===== config.mk =====
export PLATFORM = sky130hd
export DESIGN_NAME = io_bus_master
export DESIGN_NICKNAME = d
export VERILOG_FILES = /design/src/rtl/io_bus_master.sv
export SDC_FILE = /design/constraint.sdc
export NUM_CORES = 1
export LEC_CHECK = 0
export BUFFER_PORTS_ARGS = -buffer_cell sky130_fd_sc_hd__buf_4
export CAP_MARGIN = 20
export CORE_UTILIZATION = 30
export CTS_BUF_LIST = sky130_fd_sc_hd__clkbuf_8
export DETAILED_ROUTE_END_ITERATION = 16
export PLACE_DENSITY = 0.64
export SKIP_LAST_GASP = 1
export SLEW_MARGIN = 10
export SYNTH_ARGS = -nofsm -noshare
export SYNTH_HDL_FRONTEND = slang
export SYNTH_SLANG_ARGS = --single-unit

===== constraint.sdc =====
create_clock -name Sys_Clock -period 3.4 [get_ports Sys_Clock]
set_input_delay 0.68 -clock Sys_Clock [delete_from_list [all_inputs] [get_ports Sys_Clock]]
set_output_delay 0.68 -clock Sys_Clock [all_outputs]
set_load 0.03 [all_outputs]

===== src/rtl/io_bus_master.sv =====
// IO bus master: bridges single CPU IO requests onto the peripheral register bus and
// presents external interrupt-controller requests to the CPU, one per request level.
module io_bus_master #(
  parameter int unsigned RD_LATENCY = 1
) (
  input  logic        Sys_Clock,
  input  logic        Sys_Reset,
  input  logic        Req_Valid,
  input  logic        Req_Write,
  input  logic [29:0] Req_Address,
  input  logic [31:0] Req_WrData,
  output logic        Req_Ready,
  output logic        Resp_Valid,
  output logic [31:0] Resp_RdData,
  output logic [29:0] Sys_Address,
  output logic [31:0] Sys_WrData,
  output logic        Sys_WrEn,
  output logic        Sys_RdEn,
  input  logic [31:0] Sys_RdData,
  input  logic        EIC_IntReq,
  input  logic        EIC_IntId,
  output logic        EIC_IntAck,
  input  logic        Int_Enable,
  input  logic        Int_Take,
  output logic        Int_Pending,
  output logic        Int_Id
);

  typedef enum logic [2:0] {
    StIdle,
    StWrite,
    StRead,
    StWait,
    StResp,
    StInt
  } stateT;

  localparam logic [3:0] CntLoad = 4'(RD_LATENCY);

  stateT       stateQ, stateD;
  logic [3:0]  cntQ, cntD;
  logic        armedQ;
  logic        armedD;
  logic        intAckQ;
  logic        intIdQ;
  logic [29:0] addrQ;
  logic [31:0] wrDataQ;
  logic [31:0] rdDataQ;
  logic        intGo;
  logic        accept;
  logic        capture;
  logic        takeInt;

  always_comb begin
    stateD  = stateQ;
    cntD    = cntQ;
    intGo   = (stateQ == StIdle) && EIC_IntReq && Int_Enable && armedQ;
    accept  = (stateQ == StIdle) && !intGo && Req_Valid;
    capture = (stateQ == StWait) && (cntQ == 4'd1);
    takeInt = (stateQ == StInt) && Int_Take;
    // A low request level re-arms; set wins over a same-cycle take so no edge is missed.
    armedD  = !EIC_IntReq || (armedQ && !takeInt);
    case (stateQ)
      StIdle: begin
        if (intGo) begin
          stateD = StInt;
        end else if (Req_Valid) begin
          stateD = Req_Write ? StWrite : StRead;
        end
      end
      StWrite: stateD = StIdle;
      StRead: begin
        stateD = StWait;
        cntD   = CntLoad;
      end
      StWait: begin
        cntD = cntQ - 4'd1;
        if (cntQ == 4'd1) begin
          stateD = StResp;
        end
      end
      StResp: stateD = StIdle;
      StInt: begin
        if (Int_Take) begin
          stateD = StIdle;
        end
      end
      default: stateD = StIdle;
    endcase
  end

  always_ff @(posedge Sys_Clock or posedge Sys_Reset) begin
    if (Sys_Reset) begin
      stateQ  <= StIdle;
      cntQ    <= 4'd0;
      armedQ  <= 1'b1;
      intAckQ <= 1'b0;
      intIdQ  <= 1'b0;
      addrQ   <= 30'd0;
      wrDataQ <= 32'd0;
      rdDataQ <= 32'd0;
    end else begin
      stateQ  <= stateD;
      cntQ    <= cntD;
      armedQ  <= armedD;
      intAckQ <= takeInt;
      if (intGo) begin
        intIdQ <= EIC_IntId;
      end
      if (accept) begin
        addrQ   <= Req_Address;
        wrDataQ <= Req_WrData;
      end
      if (capture) begin
        rdDataQ <= Sys_RdData;
      end
    end
  end

  // Strobes decode straight from state so a reset kills them in the same cycle.
  assign Req_Ready   = (stateQ == StIdle) && !intGo;
  assign Resp_Valid  = (stateQ == StWrite) || (stateQ == StResp);
  assign Sys_WrEn    = (stateQ == StWrite);
  assign Sys_RdEn    = (stateQ == StRead);
  assign Int_Pending = (stateQ == StInt);
  assign Int_Id      = intIdQ;
  assign EIC_IntAck  = intAckQ;
  assign Sys_Address = addrQ;
  assign Sys_WrData  = wrDataQ;
  assign Resp_RdData = rdDataQ;

endmodule


==> run_results.csv, run 1 <==
group,metric,value,unit
timing,relSlewSlack,47.8,%
timing,finClkSkew,11.8,ps
status,outcome,"completed",
drt,wl_met2,4950,microns
yosys,synth.most_common_cell,"dfrtp_1",
grt,grtUsageTotal,13.4,%
timing,setup_ws,1190,ps
final_layout,fillers,1313,
final_layout,final_cells,651,
clocking,cts_resized,0,
final_layout,design_area,6340,sq um
clocking,numCtsBuffers,9,
final_layout,seq_area,2600,sq um
timing,finalSetupViolCount,0,
final_layout,areaGrowthSynthToFinish,41.3,%
setup_path,worst_setup_path_end_kind,"flop",
yosys,yosys.area.top_type,"dfrtp_1",
timing,period_needed,2210,ps
setup_path,crit_path_start_kind,"flop",
drt,antenna_left,0,
place,gp_congestion,0.731,
setup_path,cpPeakStageDelay,620,ps
grt,grt_pass1_wl,16300,microns
drt,wirelength_met1,4250,microns
setup_path,crit_fanout,33,
floorplanning,core.rowCount,44,
yosys,synthFlopType,"dfrtp_1",
place,port_buffers,202,
clocking,h-tree-depth,3,
floorplanning,die_w,124,microns
clocking,cts.clk_slew.worst_paths,90,ps
yosys,syn_area,4490,sq um
floorplanning,start_util,30.8,%
timing,tightestPinTransition,783,ps
timing,setup-tns-final,0,ps
drt,met3_length,537,microns
place,dp_hpwl,7210,microns
floorplanning,boundaryPins,203,
yosys,synth.net_count,364,
drt,routed_wl,9980,microns
job,maxCapViolCount,0,
clocking,postCtsSetupRepairBufs,0,
yosys,synth.distinct_cells,31,
drt,wl_per_cell,15.3,microns
final_layout,utilization,43.4,%
final_layout,multiInputGateArea,1700,sq um
clocking,cts.sinks,104,
setup_path,cp.required,3650,ps
power_and_ir_drop,pwr_density_cell,1080,nW/um^2
place,placed_cell_area,6130,sq um
floorplanning,core_area,14600,sq um
setup_path,worst-setup-path-type,"flop to flop",
drt,vias_per_cell,4.33,
timing,rsz0062_at_grt,"no",
drt,route.detailed.drc,0,
yosys,postSynthCellCount,260,
place,dp.cells,637,
clocking,cts_root_buf,"clkbuf_8",
yosys,synth_seq_cells,104,
final_layout,drive_gt1_share,68.7,%
yosys,syn_area_per_cell,17.3,sq um
clocking,holdBufCountCts,0,
grt,grt_pass1_vias,3042,
final_layout,layout.nets,568,
drt,drtIter0Drc,82,
yosys,ys_top_cells_by_area,"dfrtp_1, mux2_4, buf_6, mux2_2, buf_12",
timing,finalMaxSlewViolations,0,
yosys,yosysSeqAreaShare,58.0,%
clocking,clk_path_buf_depth,2,
drt,top_layer_used,"met4",
timing,finalCritPeriodShare,64.9,%
yosys,ys_warn_count,0,
setup_path,cpMaxStageDelayCell,"nor2_8",
drt,dr.pass1.iters,4,
yosys,synthTopCellsByCount,"dfrtp_1, mux2_4, inv_1, buf_6, mux2_2",
yosys,synth_top_area_share,57.4,%
grt,overflow,0,
timing,fmax,453,MHz
floorplanning,die_h,124,microns
setup_path,cp.arrival,2460,ps
hold_path,hold_path.class,"primary input to async pin",
grt,antenna_found_initial,0,
power_and_ir_drop,power.total,6.87,mW
clocking,clkLatencyLatePin,370,ps
floorplanning,die-area,15400,sq um
grt,grt_max_degree,49,
yosys,ys_async_sr_fraction,100,%
timing,hold_viol_final,0,
setup_path,worstPathCellList,"inv_1 > ha_1 > or3b_4 > nor2_8 > mux2_2",
place,place_ws,1210,ps
yosys,synth_edf_count,0,
clocking,cts_tree,"done",
power_and_ir_drop,peakVddDrop,0.486,mV
final_layout,antenna_cells,0,
timing,whs,397,ps
power_and_ir_drop,leakage,3.31,nW
drt,via_count,2818,
## critical path, delay by kind of cell (launching register included)
kind	cells	cell delay [ps]
buffers and inverters	1	90
flip-flops	1	400
AND/OR/NAND/NOR	2	1040
multiplexers	1	410
adder cells (fa/ha/maj)	1	140
## final cells by class
class / instances / area share [%]
sequential: 104 / 41.1
multi-input combinational: 136 / 26.8
clock inverter: 4 / 1.11
timing repair buffer: 205 / 24.7
tap: 184 / 3.63
inverter: 8 / 0.533
clock buffer: 10 / 2.17
## cell usage in the layout (no fill, tap or decap), types with 2 or more instances in the layout
cell / n
dfrtp_1: 103
mux2i_1: 2
nand3b_1: 2
buf_12: 2
nor3b_1: 2
clkinv_2: 2
nand2_1: 5
inv_1: 7
mux2_4: 89
o21ai_0: 5
mux2_2: 6
nor3_1: 2
ha_1: 2
bufinv_16: 2
clkbuf_8: 10
a21oi_1: 2
buf_4: 203
nor2_1: 5
## path summary, 6_finish.rpt
kind                       startpoint               to  slack, ps  cells after the start
setup / recovery              cntQ[1]   Resp_RdData[5]       1190                      5
hold / removal              Sys_Reset  Sys_Address[12]        400                      2
setup reg to reg              cntQ[1]   Resp_RdData[5]       1190                      5
hold reg to reg                armedQ           armedQ        500                      2
max in group asynchronous   Sys_Reset   Sys_WrData[10]       2200                      3
min in group Sys_Clock     EIC_IntReq           armedQ        470                      2
## cells by family (layout without fill, tap and decap cells)
logic type	Yosys count	count (layout)	synth area share (%)
AOI/OAI and AO/OA	11	11	1.53
xor gates and xnor gates	1	1	0.195
adders and majority gates	2	2	0.558
buffers and inverters	20	227	4.10
DFF	104	104	58.0
muxes	97	97	31.7
and+or+nand+nor	25	25	3.85
## power by group
group	switching (mW)	total (mW)	leakage, nW	internal, mW
logic	1.95	3.77	1.95	1.82
registers	0.412	2.26	1.25	1.85
clock network	0.411	0.836	0.108	0.425
## sequential cells by signal, indices dropped and copies added, names as in the netlist
signal       count
Resp_RdData     32
Sys_WrData      32
Sys_Address     30
cntQ             4
stateQ           3
EIC_IntAck       1
Int_Id           1
armedQ           1
## metal layers
metal | GRT usage, % | up-vias
li1 | - | 1302
met1 | 16.8 | 1389
met2 | 21.6 | 110
met3 | 3.01 | 17
met4 | 7.02 | 0
met5 | 0 | -
Power figures use the tool's default switching activity.
==> run 2: changes to the inputs <==
==> constraint.sdc (replaced) <==
create_clock -name Sys_Clock -period 1.9 [get_ports Sys_Clock]
set_input_delay 0.38 -clock Sys_Clock [delete_from_list [all_inputs] [get_ports Sys_Clock]]
set_output_delay 0.38 -clock Sys_Clock [all_outputs]
set_load 0.03 [all_outputs]
==> run_results.csv, run 2 (same netlist as run 1, synthesis figures left out) <==
group,metric,value,unit
setup_path,cpPeakStageDelay,410,ps
power_and_ir_drop,clkPwrFrac,10.8,%
timing,hold_viol_final,0,
setup_path,worst-setup-path-type,"flop to flop",
place,port_buffers,202,
grt,antenna_found_initial,0,
place,dp_hpwl,7440,microns
power_and_ir_drop,pwr_density_cell,1900,nW/um^2
clocking,cts_root_buf,"clkbuf_8",
setup_path,r2r_end,"Resp_RdData[7]",
clocking,h-tree-depth,3,
clocking,cts.clk_slew.worst_paths,100,ps
final_layout,areaGrowthSynthToFinish,45.3,%
setup_path,r2r_start,"cntQ[1]",
place,gp_congestion,0.757,
final_layout,layout_commonest_cell,"buf_4",
power_and_ir_drop,leakage,3.40,nW
setup_path,crit_family,"simple AND/OR/NAND/NOR gates",
setup_path,crit_fanout,6,
grt,grt_pass1_vias,3087,
setup_path,worst_setup_path_end_kind,"flop",
final_layout,layout.nets,584,
floorplanning,die-area,15400,sq um
grt,met3_usage,3.22,%
setup_path,crit_start,"cntQ[1]",
timing,setup_ws,75.7,ps
timing,finalMaxSlewViolations,0,
setup_path,crit_path_start_kind,"flop",
clocking,cts_tree,"done",
hold_path,hold_path.class,"primary input to async pin",
power_and_ir_drop,swShare,40.7,%
timing,relSlewSlack,69.0,%
grt,grtUsageMet1,17.3,%
timing,setup-tns-final,0,ps
drt,drtIter0Drc,83,
power_and_ir_drop,intPower,7.35,mW
floorplanning,core.rowCount,44,
floorplanning,core_area,14600,sq um
timing,finalCritPeriodShare,96.0,%
setup_path,cp.arrival,2080,ps
final_layout,antenna_cells,0,
setup_path,crit_buf_inv,2,
power_and_ir_drop,peakVddDrop,0.765,mV
job,maxCapViolCount,0,
timing,rsz0062_at_grt,"yes",
floorplanning,die_w,124,microns
drt,vias_per_cell,4.31,
grt,grt_max_degree,69,
floorplanning,boundaryPins,203,
drt,route.detailed.drc,0,
setup_path,r2r_slack,80,ps
timing,fmax,548,MHz
grt,grtUsageTotal,13.7,%
drt,dr.pass1.iters,4,
grt,gr-usage-met2,22.2,%
timing,period_needed,1820,ps
grt,grt_pass1_wl,16700,microns
timing,finalSetupViolCount,0,
setup_path,critPathCapture,"Resp_RdData[7]",
drt,via_count,2879,
setup_path,cp.depth,6,
setup_path,ff2ff_path_depth,6,
drt,wl_per_cell,15.7,microns
clocking,clkLatencyLatePin,370,ps
final_layout,drive_gt1_share,70.7,%
clocking,cts.sinks,104,
setup_path,worstPathCellList,"inv_2 > ha_2 > or3b_4 > nor2_8 > clkbuf_16 > mux2_4",
clocking,clk_path_buf_depth,2,
setup_path,cpMaxStageDelayCell,"dfrtp_1",
power_and_ir_drop,power_frac_comb,56.7,%
power_and_ir_drop,p_switching,5.05,mW
timing,finClkSkew,11.7,ps
grt,grt_busiest_layer,"met2",
power_and_ir_drop,seqPwrFrac,32.5,%
floorplanning,die_h,124,microns
floorplanning,start_util,30.8,%
status,outcome,"completed",
setup_path,cp.required,2150,ps
clocking,numCtsBuffers,9,
final_layout,utilization,44.7,%
timing,tightestPinTransition,464,ps
place,place_ws,55.3,ps
grt,overflow,0,
drt,antenna_left,0,
final_layout,layout_common_cells,"buf_4, dfrtp_1, mux2_4, clkbuf_8, inv_1",
clocking,holdBufCountCts,0,
drt,routed_wl,10500,microns
run 2: cell type report:
type	count	area, sq um
repair buffers	221	1740
clock inverters	6	62.6
clock buffers	9	124
inverters	8	33.8
well taps	184	230
fillers	1311	8070
flip-flops and latches	104	2610
multi-input cells	136	1730
run 2: repair_timing:
item,in CTS,in global routing
setup buffers,2,3
gates resized for setup,2,8
pin swaps,1,1
endpoints found under the setup margin,3,30
gates cloned,0,3
run 2: per-stage QoR:
step / instances / hold slack (ps) / instance area, sq um / total power [mW]
2_1_floorplan: 260 / 450 / 4490 / 8.62
3_3_place_gp: 645 / 476 / 6200 / 10.9
3_5_place_dp: 645 / 493 / 6200 / 11.0
4_1_cts: 662 / 109 / 6410 / 12.4
5_1_grt: 668 / 131 / 6520 / 13.1
6_report: 668 / 118 / 6520 / 12.4
run 2: per-layer routing:
metal  part of all wire, %  routed length, microns
met1                    43                    4550
met3                   5.3                     552
met4                   1.9                     200
met5                     0                       0
met2                    49                    5180
run 2: worst min-delay path: stages:
cell and delay, ps:
buf_4 120, clkinvlp_4 80, buf_12 320
run 2: power groups by stage:
stage	registers [mW]	logic, mW	clock network (mW)
floorplan	5.94	2.68	0
detailed placement	4.05	6.92	0
finish	4.03	7.04	1.34
CTS	4.03	6.98	1.42
global placement	4.03	6.85	0
global route	4.18	7.37	1.51
run 2: worst min path at each step:
stage                  startpoint         endpoint  depth (start not counted)
floorplan              EIC_IntReq           armedQ                          1
finish                  Sys_Reset  Sys_Address[20]                          3
detailed placement  Sys_WrData[2]    Sys_WrData[2]                          1
CTS                     Sys_Reset    Sys_WrData[8]                          3
global placement           armedQ           armedQ                          2
global route            Sys_Reset  Sys_Address[25]                          3
==> run 3: changes to the inputs <==
--- a/config.mk
+++ b/config.mk
@@ -11,6 +11,7 @@
 export CTS_BUF_LIST = sky130_fd_sc_hd__clkbuf_8
 export DETAILED_ROUTE_END_ITERATION = 16
 export PLACE_DENSITY = 0.64
+export REMOVE_ABC_BUFFERS = 1
 export SKIP_LAST_GASP = 1
 export SLEW_MARGIN = 10
 export SYNTH_ARGS = -nofsm -noshare
==> run_results.csv, run 3 (same netlist as run 1, synthesis figures left out) <==
group,metric,value,unit
grt,overflow,0,
timing,finClkSkew,11.3,ps
timing,whs,124,ps
setup_path,crit_path_start_kind,"flop",
grt,antenna_found_initial,0,
final_layout,final_cells,675,
power_and_ir_drop,p_switching,5.12,mW
drt,drtIter0Drc,87,
floorplanning,boundaryPins,203,
setup_path,crit_start,"cntQ[1]",
final_layout,drive_gt1_share,71.3,%
setup_path,worst-setup-path-type,"flop to flop",
final_layout,layout_commonest_cell,"buf_4",
power_and_ir_drop,peakVddDrop,0.974,mV
power_and_ir_drop,leakage,3.42,nW
clocking,numCtsBuffers,9,
power_and_ir_drop,seqPwrFrac,32.1,%
clocking,h-tree-depth,3,
drt,routed_wl,10300,microns
drt,route.detailed.drc,0,
place,gp_congestion,0.747,
timing,tightestPinTransition,544,ps
status,outcome,"completed",
clocking,cts.sinks,104,
final_layout,areaGrowthSynthToFinish,46.0,%
clocking,cts_tree,"done",
timing,relSlewSlack,63.8,%
power_and_ir_drop,swShare,40.9,%
drt,antenna_left,0,
floorplanning,start_util,30.8,%
floorplanning,die_w,124,microns
setup_path,cp.required,2170,ps
setup_path,ff2ff_path_depth,6,
final_layout,layout.nets,590,
power_and_ir_drop,clkPwrFrac,11.5,%
final_layout,utilization,44.9,%
floorplanning,core_area,14600,sq um
setup_path,worstPathCellList,"inv_1 > ha_1 > or3b_4 > nor2_8 > buf_4 > mux2_4",
job,maxCapViolCount,0,
drt,dr.pass1.iters,4,
setup_path,r2r_end,"Resp_RdData[6]",
timing,period_needed,1860,ps
floorplanning,die_h,124,microns
grt,grt_pass1_wl,16200,microns
setup_path,cpPeakStageDelay,440,ps
hold_path,hold_path.class,"primary input to async pin",
clocking,cts_root_buf,"clkbuf_8",
setup_path,r2r_slack,40,ps
timing,rsz0062_at_grt,"yes",
final_layout,fillers,1309,
timing,finalSetupViolCount,0,
power_and_ir_drop,intPower,7.39,mW
final_layout,layout_common_cells,"buf_4, dfrtp_1, mux2_4, clkbuf_8, inv_1",
power_and_ir_drop,power_frac_comb,56.4,%
setup_path,crit_fanout,5,
place,dp.cells,650,
grt,grtUsageTotal,13.3,%
timing,finalMaxSlewViolations,0,
setup_path,worst_setup_path_end_kind,"flop",
grt,grt_pass1_vias,3071,
final_layout,antenna_cells,0,
setup_path,r2r_start,"cntQ[1]",
power_and_ir_drop,pwr_density_cell,1910,nW/um^2
place,dp_hpwl,7280,microns
timing,hold_viol_final,0,
clocking,clk_path_buf_depth,2,
timing,fmax,539,MHz
drt,vias_per_cell,4.31,
drt,via_count,2907,
grt,grt_max_degree,105,
clocking,cts.clk_slew.worst_paths,100,ps
drt,wl_per_cell,15.2,microns
place,port_buffers,202,
clocking,clkLatencyLatePin,380,ps
clocking,holdBufCountCts,0,
setup_path,cp.arrival,2130,ps
timing,finalCritPeriodShare,97.7,%
setup_path,cpMaxStageDelayCell,"or3b_4",
floorplanning,core.rowCount,44,
floorplanning,die-area,15400,sq um
run 3: power by group through the flow:
| stage | sequential, mW | clock [mW] | combinational [mW] |
|---|---|---|---|
| global placement | 4.04 | 0 | 6.88 |
| detailed placement | 4.04 | 0 | 6.98 |
| CTS | 4.04 | 1.51 | 7.01 |
| global route | 4.16 | 1.60 | 7.41 |
| floorplan | 6.00 | 0 | 2.50 |
| finish | 4.01 | 1.43 | 7.06 |
run 3: worst max-delay path: cells and delay by family (launching register included):
family | cells | cell delay, ps
adders and majority gates | 1 | 140
buffers and inverters | 2 | 270
DFF | 1 | 410
muxes | 1 | 310
and+or+nand+nor | 2 | 620
run 3: worst max-delay path by stage:
stage	end	slack [ps]	cells past startpoint
floorplan	EIC_IntAck	-1210	1
global placement	Resp_RdData[14]	70	6
detailed placement	Resp_RdData[19]	30	6
CTS	Req_Ready	6	3
global route	Resp_RdData[6]	-20	5
finish	Resp_RdData[6]	40	6
run 3: timing repair:
item                                    CTS  global route
pin swaps                                 0             2
setup buffers                             0             6
gates cloned                              0             3
gates resized for setup                   4             1
hold endpoints to repair                  0             0
endpoints found under the setup margin    3            26
run 3: metal layers:
metal	GRT usage (%)	routed length (microns)	up-vias
met5	0	0	-
met4	4.68	146	0
met3	4.55	708	10
met2	20.8	4960	129
met1	16.9	4450	1414
li1	-	-	1354
run 3: final cells by class:
class / count / area [sq um] / area share, %
flip-flops and latches: 104 / 2610 / 39.8
repair buffers: 226 / 1760 / 26.8
multi-input cells: 137 / 1720 / 26.3
well taps: 184 / 230 / 3.52
clock buffers: 9 / 124 / 1.89
clock inverters: 7 / 77.6 / 1.18
inverters: 8 / 32.5 / 0.497
run 3: metrics by stage:
stage	cell area (sq um)	power, mW	setup TNS [ps]	worst slack [ps]
2_1_floorplan	4330	8.50	-142790	-1210
3_3_place_gp	6240	10.9	0	72.2
3_5_place_dp	6240	11.0	0	33.4
4_1_cts	6450	12.6	0	6.24
5_1_grt	6550	13.2	-141	-23.2
6_report	6550	12.5	0	44.3
